File: config.mk
export PLATFORM = sky130hd
export DESIGN_NAME = ctrnn_neuron_seq
export DESIGN_NICKNAME = d
export VERILOG_FILES = /design/src/rtl/ctrnn_pkg.sv /design/src/rtl/ctrnn_sigmoid_pwl.sv /design/src/rtl/ctrnn_neuron_seq.sv
export SDC_FILE = /design/constraint.sdc
export NUM_CORES = 2
export LEC_CHECK = 0
export BUFFER_PORTS_ARGS = -buffer_cell sky130_fd_sc_hd__buf_2
export CAP_MARGIN = 5
export CORE_MARGIN = 2
export CORE_UTILIZATION = 40
export CTS_CLUSTER_SIZE = 16
export DETAILED_ROUTE_END_ITERATION = 8
export GPL_TIMING_DRIVEN = 0
export HOLD_SLACK_MARGIN = 0.12
export PLACE_DENSITY = 0.61
export SETUP_SLACK_MARGIN = 0.15
export SYNTH_ARGS = -nofsm -noshare
export SYNTH_HDL_FRONTEND = slang
export SYNTH_SLANG_ARGS = --single-unit
File: constraint.sdc
create_clock -name clk -period 25.2 [get_ports clk]
set_input_delay 3.78 -clock clk [delete_from_list [all_inputs] [get_ports clk]]
set_output_delay 3.78 -clock clk [all_outputs]
set_load 0.01 [all_outputs]
File: src/rtl/ctrnn_pkg.sv
// Shared definitions for the CTRNN neuron: FSM state encoding, PLAN sigmoid
// breakpoints/offsets (scaled by the fractional width) and saturation helper.
package ctrnn_pkg;

    typedef enum logic [1:0] {
        IDLE  = 2'd0,
        SYN   = 2'd1,
        INTEG = 2'd2,
        DONE  = 2'd3
    } state_t;

    // Wide signed scratch type: holds any intermediate sum/product of the
    // datapath before it is clamped back to DATA_W.
    localparam int WIDE_W = 128;
    typedef logic signed [WIDE_W-1:0] wide_t;

    // 1.0 in Q.frac_w; also the lowest PLAN breakpoint
    function automatic wide_t plan_one(input int frac_w);
        return wide_t'(1) <<< frac_w;
    endfunction

    // Breakpoint 5.0
    function automatic wide_t plan_bp_hi(input int frac_w);
        return wide_t'(5) <<< frac_w;
    endfunction

    // Breakpoint 2.375 = 19/8
    function automatic wide_t plan_bp_mid(input int frac_w);
        return (wide_t'(19) <<< frac_w) >>> 3;
    endfunction

    // Offset 0.84375 = 27/32
    function automatic wide_t plan_off_hi(input int frac_w);
        return (wide_t'(27) <<< frac_w) >>> 5;
    endfunction

    // Offset 0.625 = 5/8
    function automatic wide_t plan_off_mid(input int frac_w);
        return (wide_t'(5) <<< frac_w) >>> 3;
    endfunction

    // Offset 0.5
    function automatic wide_t plan_off_lo(input int frac_w);
        return (wide_t'(1) <<< frac_w) >>> 1;
    endfunction

    // Clamp to the signed range of a data_w-bit word
    function automatic wide_t sat(input wide_t x, input int data_w);
        wide_t max_v;
        wide_t min_v;
        max_v = (wide_t'(1) <<< (data_w - 1)) - wide_t'(1);
        min_v = -(wide_t'(1) <<< (data_w - 1));
        if (x > max_v) begin
            return max_v;
        end else if (x < min_v) begin
            return min_v;
        end
        return x;
    endfunction

endpackage

File: src/rtl/ctrnn_sigmoid_pwl.sv
// PLAN piecewise-linear sigmoid, purely combinational, shifts and adds only.
// Output is in [0, 1.0] in the same Q format as the input.
module ctrnn_sigmoid_pwl
    import ctrnn_pkg::*;
#(
    parameter int DATA_W = 32,
    parameter int FRAC_W = 16
) (
    input  logic signed [DATA_W-1:0] x,
    output logic signed [DATA_W-1:0] y
);

    localparam logic [DATA_W-1:0] ONE     = DATA_W'(plan_one(FRAC_W));
    localparam logic [DATA_W-1:0] BP_HI   = DATA_W'(plan_bp_hi(FRAC_W));
    localparam logic [DATA_W-1:0] BP_MID  = DATA_W'(plan_bp_mid(FRAC_W));
    localparam logic [DATA_W-1:0] OFF_HI  = DATA_W'(plan_off_hi(FRAC_W));
    localparam logic [DATA_W-1:0] OFF_MID = DATA_W'(plan_off_mid(FRAC_W));
    localparam logic [DATA_W-1:0] OFF_LO  = DATA_W'(plan_off_lo(FRAC_W));
    localparam logic [DATA_W-1:0] MOST_NEG = {1'b1, {(DATA_W-1){1'b0}}};
    localparam logic [DATA_W-1:0] MAX_POS  = {1'b0, {(DATA_W-1){1'b1}}};

    logic [DATA_W-1:0] a;
    logic [DATA_W-1:0] f;

    // Magnitude (most-negative maps to the largest positive), segment select,
    // then mirror around 0.5 for negative inputs
    always_comb begin
        if (x == $signed(MOST_NEG)) begin
            a = MAX_POS;
        end else if (x[DATA_W-1]) begin
            a = $unsigned(-x);
        end else begin
            a = $unsigned(x);
        end

        if (a >= BP_HI) begin
            f = ONE;
        end else if (a >= BP_MID) begin
            f = (a >> 5) + OFF_HI;
        end else if (a >= ONE) begin
            f = (a >> 3) + OFF_MID;
        end else begin
            f = (a >> 2) + OFF_LO;
        end

        if (x[DATA_W-1]) begin
            y = $signed(ONE - f);
        end else begin
            y = $signed(f);
        end
    end

endmodule

File: src/rtl/ctrnn_neuron_seq.sv
// Time-multiplexed fixed-point CTRNN neuron, one forward-Euler step per
// transaction, one synapse per cycle through a single shared multiplier.
// Build option: CTRNN_STATE_REG_EN keeps y in an internal register that is
// updated with every result (self-recurrent neuron); y_t is then ignored.
//
// state | meaning
// IDLE  | ready for an operand set; capture on in_valid
// SYN   | accumulate w_k * sigma(sat(y_k + theta_k)), one k per cycle
// INTEG | d = sat(acc + I - y); y_next = sat(y + dt_tau * d)
// DONE  | present y_next until out_ready
module ctrnn_neuron_seq
    import ctrnn_pkg::*;
#(
    parameter int DATA_W = 32,
    parameter int FRAC_W = 16,
    parameter int N_IN   = 4
) (
    input  logic                     clk,
    input  logic                     rst,
    input  logic                     in_valid,
    output logic                     in_ready,
    input  logic [DATA_W-1:0]        y_t,
    input  logic [DATA_W-1:0]        dt_tau,
    input  logic [DATA_W-1:0]        input_i,
    input  logic [N_IN*DATA_W-1:0]   y_vec,
    input  logic [N_IN*DATA_W-1:0]   w_vec,
    input  logic [N_IN*DATA_W-1:0]   theta_vec,
    output logic                     out_valid,
    input  logic                     out_ready,
    output logic [DATA_W-1:0]        y_next
);

    localparam int ACC_W = DATA_W + $clog2(N_IN) + 1;
    localparam int KW    = (N_IN > 1) ? $clog2(N_IN) : 1;
    localparam int PW    = 2 * DATA_W;
    localparam logic [KW-1:0] K_LAST = KW'(N_IN - 1);

    state_t state;
    state_t state_nxt;

    logic [KW-1:0]              k;
    logic signed [ACC_W-1:0]    acc;
    logic signed [DATA_W-1:0]   y_r;
    logic signed [DATA_W-1:0]   dt_r;
    logic signed [DATA_W-1:0]   i_r;
    logic [N_IN*DATA_W-1:0]     y_vec_r;
    logic [N_IN*DATA_W-1:0]     w_vec_r;
    logic [N_IN*DATA_W-1:0]     theta_vec_r;
    logic signed [DATA_W-1:0]   y_next_r;

    logic signed [DATA_W-1:0]   y_k;
    logic signed [DATA_W-1:0]   w_k;
    logic signed [DATA_W-1:0]   th_k;
    logic signed [DATA_W-1:0]   s_k;
    logic signed [DATA_W-1:0]   sig_k;
    logic signed [DATA_W-1:0]   d_sat;
    logic signed [DATA_W-1:0]   mul_a;
    logic signed [DATA_W-1:0]   mul_b;
    logic signed [PW-1:0]       mul_p;
    logic signed [PW-1:0]       mul_sh;
    logic signed [ACC_W-1:0]    acc_nxt;
    logic signed [DATA_W-1:0]   y_new;
    logic                       accept;

`ifdef CTRNN_STATE_REG_EN
    logic unused_y_t;
    assign unused_y_t = ^y_t;
`endif

    // State register
    always_ff @(posedge clk or posedge rst) begin
        if (rst) begin
            state <= IDLE;
        end else begin
            state <= state_nxt;
        end
    end

    // Next-state and handshake outputs
    always_comb begin
        state_nxt = state;
        in_ready  = 1'b0;
        out_valid = 1'b0;
        case (state)
            IDLE: begin
                in_ready = ~rst;
                if (in_valid) begin
                    state_nxt = SYN;
                end
            end
            SYN: begin
                if (k == K_LAST) begin
                    state_nxt = INTEG;
                end
            end
            INTEG: begin
                state_nxt = DONE;
            end
            DONE: begin
                out_valid = 1'b1;
                if (out_ready) begin
                    state_nxt = IDLE;
                end
            end
            default: state_nxt = IDLE;
        endcase
    end

    assign accept = (state == IDLE) && in_valid;
    assign y_next = y_next_r;

    // Current synapse operands and saturated sigmoid argument
    always_comb begin
        y_k  = $signed(y_vec_r[int'(k)*DATA_W +: DATA_W]);
        w_k  = $signed(w_vec_r[int'(k)*DATA_W +: DATA_W]);
        th_k = $signed(theta_vec_r[int'(k)*DATA_W +: DATA_W]);
        s_k  = DATA_W'(sat(wide_t'(y_k) + wide_t'(th_k), DATA_W));
    end

    ctrnn_sigmoid_pwl #(
        .DATA_W (DATA_W),
        .FRAC_W (FRAC_W)
    ) u_sigmoid (
        .x (s_k),
        .y (sig_k)
    );

    // Integration error term, clamped so it fits the shared multiplier port
    always_comb begin
        d_sat = DATA_W'(sat(wide_t'(acc) + wide_t'(i_r) - wide_t'(y_r), DATA_W));
    end

    // Shared multiplier operand select: synapse product in SYN, dt_tau * d in INTEG
    always_comb begin
        if (state == INTEG) begin
            mul_a = dt_r;
            mul_b = d_sat;
        end else begin
            mul_a = w_k;
            mul_b = sig_k;
        end
    end

    // Arithmetic shift truncates toward minus infinity
    assign mul_p   = mul_a * mul_b;
    assign mul_sh  = mul_p >>> FRAC_W;
    // |w * sigma| <= 2^(DATA_W-1), so the shifted product always fits ACC_W
    assign acc_nxt = acc + ACC_W'(mul_sh);
    assign y_new   = DATA_W'(sat(wide_t'(y_r) + wide_t'(mul_sh), DATA_W));

    // Operand capture, synapse accumulation and result register
    always_ff @(posedge clk or posedge rst) begin
        if (rst) begin
            k           <= '0;
            acc         <= '0;
            y_r         <= '0;
            dt_r        <= '0;
            i_r         <= '0;
            y_vec_r     <= '0;
            w_vec_r     <= '0;
            theta_vec_r <= '0;
            y_next_r    <= '0;
        end else begin
            case (state)
                IDLE: begin
                    if (accept) begin
                        k           <= '0;
                        acc         <= '0;
                        dt_r        <= $signed(dt_tau);
                        i_r         <= $signed(input_i);
                        y_vec_r     <= y_vec;
                        w_vec_r     <= w_vec;
                        theta_vec_r <= theta_vec;
`ifndef CTRNN_STATE_REG_EN
                        y_r         <= $signed(y_t);
`endif
                    end
                end
                SYN: begin
                    acc <= acc_nxt;
                    if (k == K_LAST) begin
                        k <= '0;
                    end else begin
                        k <= k + KW'(1);
                    end
                end
                INTEG: begin
                    y_next_r <= y_new;
`ifdef CTRNN_STATE_REG_EN
                    y_r      <= y_new;
`endif
                end
                default: ;
            endcase
        end
    end

endmodule

# Yosys cells after proc, flatten, opt, wreduce, memory -nomap -nowiden
# Cells that the tools add are included.
[totals]
reg_bits = 551
in_bits = 484
out_inout_bits = 34
[op_classes]
add_sub_neg = 11
n_mul = 1
magnitude_cmp = 9
n_eq_ne = 9
shift = 3
muxes = 34
bitwise_logic = 1
reduce_logical = 6
[ops]
columns = ["operator", "count"]
rows = [
  ["two-way mux 32 bit", 17],
  ["variable part select 128 x 8 -> 32 bit", 3],
  ["case mux 35 bit (2 select lines)", 1],
  ["multiplier 32 x 32 -> 64 bit", 1],
  ["adder 32 x 48 -> 49 bit", 1],
  ["> comparator 49 x 32 -> 1 bit, second input constant", 1],
  ["< comparator 49 x 32 -> 1 bit, second input constant", 1],
  ["> comparator 37 x 32 -> 1 bit, second input constant", 1],
  ["< comparator 37 x 32 -> 1 bit, second input constant", 1],
  ["subtractor 36 x 32 -> 37 bit", 1],
  ["adder 35 x 32 -> 36 bit", 1],
  ["adder 35 bit", 1],
  ["two-way mux 35 bit", 1],
  ["adder 32 x 32 -> 33 bit", 1],
  ["> comparator 33 x 32 -> 1 bit, second input constant", 1],
  ["< comparator 33 x 32 -> 1 bit, second input constant", 1],
  ["equality test 32 bit, second input constant", 1],
  ["greater-or-equal comparator 32 x 17 -> 1 bit, second input constant", 1],
  ["greater-or-equal comparator 32 x 18 -> 1 bit, second input constant", 1],
  ["greater-or-equal comparator 32 x 19 -> 1 bit, second input constant", 1],
  ["negator 32 bit", 1],
  ["subtractor 17 x 32 -> 32 bit, first input constant", 1],
  ["adder 30 x 16 -> 31 bit, second input constant", 1],
  ["adder 29 x 16 -> 30 bit, second input constant", 1],
  ["other kinds (15)", 32],
]

# Logic depth before layout (Yosys ltp)
[logic_depth]
depth_word = 22
mapped_depth = 98
mapped_depth_nobuf = 87

# Cells and area by module
# Synthesis repeated with hierarchy kept, for this count alone.
[hier_totals]
hier_cells = 7321
area_unflattened_um2 = 70321.2
[modules_own_cells]
columns = ["module", "n_inst", "cells_each", "area_per_inst_um2"]
rows = [
  ["ctrnn_neuron_seq", 1, 6883, 67529.8],
  ["ctrnn_sigmoid_pwl", 1, 438, 2791.4],
]

# Least setup slack after synthesis
# Ideal clock, no wire load.
[synth_path]
path_type = "register -> register"
start = "reg k[1]"
end = "reg y_next_r[1], in the netlist y_next[1]"
arrival_time_ps = 21081
required_ps = 25062
path_slack_ps = 3981
path_stages_with_launch = 92
synth_period_minus_slack_ps = 21219
path_cell_list = "dfrtp_1 -> clkbuf_1 -> clkbuf_1 -> clkbuf_1 -> buf_1 -> buf_1 -> clkbuf_1 -> mux4_2 -> ha_1 -> clkbuf_1 -> and2_1 -> and3_1 -> a221o_1 -> nor4_1 -> o2bb2ai_1 -> clkbuf_1 -> clkbuf_1 -> clkbuf_1 -> [56 not listed] -> xnor2_1 -> ha_1 -> a21oi_1 -> nor2_1 -> or4_1 -> o221ai_1 -> o211ai_1 -> a41oi_1 -> o21ai_0 -> a21boi_0 -> o21ai_0 -> xnor2_1 -> nor4_1 -> nand4_1 -> or4b_2 -> o21ai_0 -> clkbuf_1 -> o22ai_1"
[synth_between]
elab_chain_len = 22
word_cells_on_any_way = 35
[synth_rtl]
columns = ["element", "line", "source"]
rows = [
  ["from (decl)", "ctrnn_neuron_seq.sv:41", "logic [KW-1:0] k;"],
  ["from (signal assigned)", "ctrnn_neuron_seq.sv:184", "k <= k + KW'(1);"],
  ["variable part select 128 x 8 -> 32 bit, on equally long branches", "ctrnn_neuron_seq.sv:114, ctrnn_neuron_seq.sv:116", ""],
  ["adder 32 x 32 -> 33 bit", "ctrnn_neuron_seq.sv:117", "s_k = DATA_W'(sat(wide_t'(y_k) + wide_t'(th_k), DATA_W));"],
  ["< comparator 33 x 32 -> 1 bit", "ctrnn_pkg.sv:55", "end else if (x < min_v) begin"],
  ["two-way mux 1 bit", "ctrnn_pkg.sv:55", ""],
  ["two-way mux 1 bit", "ctrnn_pkg.sv:53", "if (x > max_v) begin"],
  ["two-way mux 32 bit", "ctrnn_pkg.sv:58", "return x;"],
  ["negator 32 bit", "ctrnn_sigmoid_pwl.sv:31", "a = $unsigned(-x);"],
  ["two-way mux 32 bit", "ctrnn_sigmoid_pwl.sv:30", "end else if (x[DATA_W-1]) begin"],
  ["[6 not listed]", "n/a", ""],
  ["two-way mux 32 bit", "ctrnn_sigmoid_pwl.sv:46", "if (x[DATA_W-1]) begin"],
  ["two-way mux 32 bit", "ctrnn_neuron_seq.sv:135", "if (state == INTEG) begin"],
  ["multiplier 32 x 32 -> 64 bit (*)", "ctrnn_neuron_seq.sv:145", "assign mul_p = mul_a * mul_b;"],
  ["adder 32 x 48 -> 49 bit (*)", "ctrnn_neuron_seq.sv:149", "assign y_new = DATA_W'(sat(wide_t'(y_r) + wide_t'(mul_sh), DATA_W));"],
  ["< comparator 49 x 32 -> 1 bit", "ctrnn_pkg.sv:55", ""],
  ["two-way mux 1 bit", "ctrnn_pkg.sv:55", ""],
  ["two-way mux 1 bit", "ctrnn_pkg.sv:53", ""],
  ["two-way mux 32 bit (*)", "ctrnn_pkg.sv:58", ""],
  ["to (signal assigned)", "ctrnn_neuron_seq.sv:188", "y_next_r <= y_new;"],
  ["to (decl)", "ctrnn_neuron_seq.sv:49", "logic signed [DATA_W-1:0] y_next_r;"],
]
# Every way passes the cells marked *; elsewhere a longest branch is shown, timed or not.
# A chain may end at the register's enable or synchronous reset.

# Worst setup path after layout
[layout_path]
start = "reg k[0]"
end = "reg y_next_r[24], in the netlist y_next[24]"
# The elaborated chain is that of the path after synthesis.

==> flow_summary.ini <==
[route]
first_pass_iters = 6
wl_um = 276000
vias = 57568
drc = 0
postRouteAntennaNets = 0
avgViaCountPerCell = 5.50
drtIter0Drc = 5101
wl_per_cell_um = 26.4

[yosys]
post-synth-top-area-fraction_pct = 31.6
ys_ff_latch = 551
synth_top_area_cell = fa_1
ys_warn_count = 0
synth_cells = 7440
asyncSetResetFlopFracSynth_pct = 100
syn_nets = 9392
synth_enable_flop_cells = 0
yosysSeqAreaShare_pct = 19.4
synth_common_cells = 1428 x inv_1, 1120 x fa_1, 865 x nand2_1
syn_avg_cell_area_um2 = 9.54
ys_types = 110
ys_top_cells_by_area = fa_1 32%, dfrtp_1 19%, inv_1 7.6%
synthFlopType = dfrtp_1
yosysMostFrequentCell = inv_1
syn_area_um2 = 71000

[grt]
grt_pass1_wl_um = 406000
antenna_found_initial = 66
grt_pass1_vias = 60348
grt_overflow = 0
grt_max_degree = 130
grtUsageTotal_pct = 30.8

[timing]
min_period_over_period_pct = 95.6
rsz0062_at_grt = no
hold_viol = 0
clock_skew_ns = 0.0626
fmax_mhz = 41.5
slew-limit-headroom_pct = 1.67
slew_viol_final = 0
fin_crit_ns = 24.09
tns_ns = 0
setup_violations = 0
worst_pin_slew_ns = 1.47

[clocking]
htree_levels = 2
clkLatencyLatePin_ns = 0.68
hold_buffers = 0
clock_sinks = 551
root_buffer = clkbuf_16
cts_tree = yes
clk_pin_slew_ns = 0.06
ctsLongestPathBuffers = 3
cts-buffers-inserted = 57

[placement]
place.gp.congestion = 1.06
portBuffers = 517
hpwl_um = 232000

[worst_setup_path]
crit_type = reg -> reg
r2r_setup_slack_ns = 1.11
cp_num_buf_inv = 22
cp-end-kind = register
max_stage_delay_ns = 1.15
cp.required_ns = 25.68
crit_cells = 87
critPathTopFamily = compound AO/OA/AOI/OAI gates
slowest_stage = clkbuf_1
arrival_ns = 24.57
critPathMaxFanout = 10
cp-start-kind = register
r2r_cells = 87

[status]
outcome = complete, no violations

[floorplan]
fp.dieArea_um2 = 181000
core_area_um2 = 176000
pin_count = 518
die_y_um = 425
initial_core_util_pct = 40.3
num_rows = 154
die_w_um = 425

[final_layout]
nFillCells = 17185
area_delta_synth_final_pct = 11.8
fin_nets = 9986
drive_gt1_share_pct = 16.9

[hold_path]
hold_class = reg -> reg
hold_path_depth = 1

[run]
drv_cap = 0
-- layout by cell type, fill, tap and decap left out, types with 40 or more instances in the layout --
cell and n:
or3_1 49, buf_2 540, nor2_1 593, nand4_1 42
nor3_1 85, fa_1 1120, xnor2_1 132, nand2b_1 45
clkbuf_1 270, a21o_1 87, inv_1 1426, xor2_1 67
o22ai_1 40, mux4_2 96, a21oi_1 204, and2_1 93
ha_1 347, nand2_1 864, diode_2 44, clkbuf_16 57
nor2b_1 44, nand3_1 60, o21ai_0 220, mux2_2 450
dfrtp_1 551
-- state kept, by name, summed over array words and instances (netlist names) --
| signal | flops |
|---|---|
| acc | 35 |
| dt_r | 32 |
| i_r | 32 |
| k | 2 |
| state | 2 |
| theta_vec_r | 128 |
| w_vec_r | 128 |
| y_next | 32 |
| y_r | 32 |
| y_vec_r | 128 |
-- per-stage QoR --
stage / std cells / cell area (um^2) / worst slack [ns] / hold WS [ns] / utilization [%]
after floorplan: 7440 / 71000 / 3.98 / 0.475 / -
after global placement: 10297 / 76500 / -6.42 / 0.484 / 43.4
after detailed placement: 10304 / 76700 / -5.84 / 0.491 / 43.5
after CTS: 10410 / 78900 / 0.176 / 0.505 / 44.8
after global routing: 10445 / 79300 / 0.163 / 0.513 / 45.0
final: 10463 / 79300 / 1.11 / 0.503 / 45.0
-- final timing paths --
path                                         start                        to
min reg2reg                y_vec_r[17]$_DFFE_PP0P_   y_vec_r[17]$_DFFE_PP0P_
max reg2reg                       k[0]$_DFFE_PP0P_    y_next[24]$_DFFE_PP0P_
min                        y_vec_r[17]$_DFFE_PP0P_   y_vec_r[17]$_DFFE_PP0P_
min in group asynchronous                      rst   y_vec_r[37]$_DFFE_PP0P_
max                               k[0]$_DFFE_PP0P_    y_next[24]$_DFFE_PP0P_
max in group asynchronous                      rst  w_vec_r[112]$_DFFE_PP0P_
-- repair_timing --
item,CTS,global route
resized for setup,121,77
pin swaps,4,6
setup endpoints to repair,55,38
setup buffers,4,9
gates cloned,0,0
-- metal layers --
layer	vias to the layer above	share of wire (%)	GRT usage (%)
met5	-	0.12	0
met1	29554	38	38.0
li1	24729	-	-
met4	52	7.7	19.8
met2	2547	45	48.6
met3	686	8.7	7.27
-- cell families after synthesis --
group | after synthesis | synth area share [%]
and+or+nand+nor | 2011 | 12.5
AOI/OAI and AO/OA | 860 | 7.87
muxes | 559 | 10.4
DFF | 551 | 19.4
adders and majority gates | 1469 | 37.7
xor gates and xnor gates | 202 | 2.52
buffers and inverters | 1788 | 9.51
-- worst register-to-register path, delay by kind of cell, from the launching register on --
family	cells	cell delay, ns
DFF	1	0.54
muxes	2	0.47
and+or+nand+nor	22	4.27
buffers and inverters	22	5.53
xor gates and xnor gates	2	0.40
AOI/OAI and AO/OA	26	7.06
adders and majority gates	13	5.65
-- final cells by class --
class / count / area, um^2 / share of cell area (%)
multi-input combinational: 5101 / 50800 / 64.0
sequential: 551 / 13800 / 17.4
inverter: 1429 / 5380 / 6.78
tap: 2340 / 2930 / 3.69
timing repair buffer: 537 / 2860 / 3.61
buffer: 357 / 1540 / 1.94
clock buffer: 73 / 1540 / 1.94
clock inverter: 31 / 393 / 0.495
antenna: 44 / 110 / 0.139
Power is left out: the tool's default activity adds up to more than one toggle a clock period on the data nets, which glitch-free logic cannot reach.
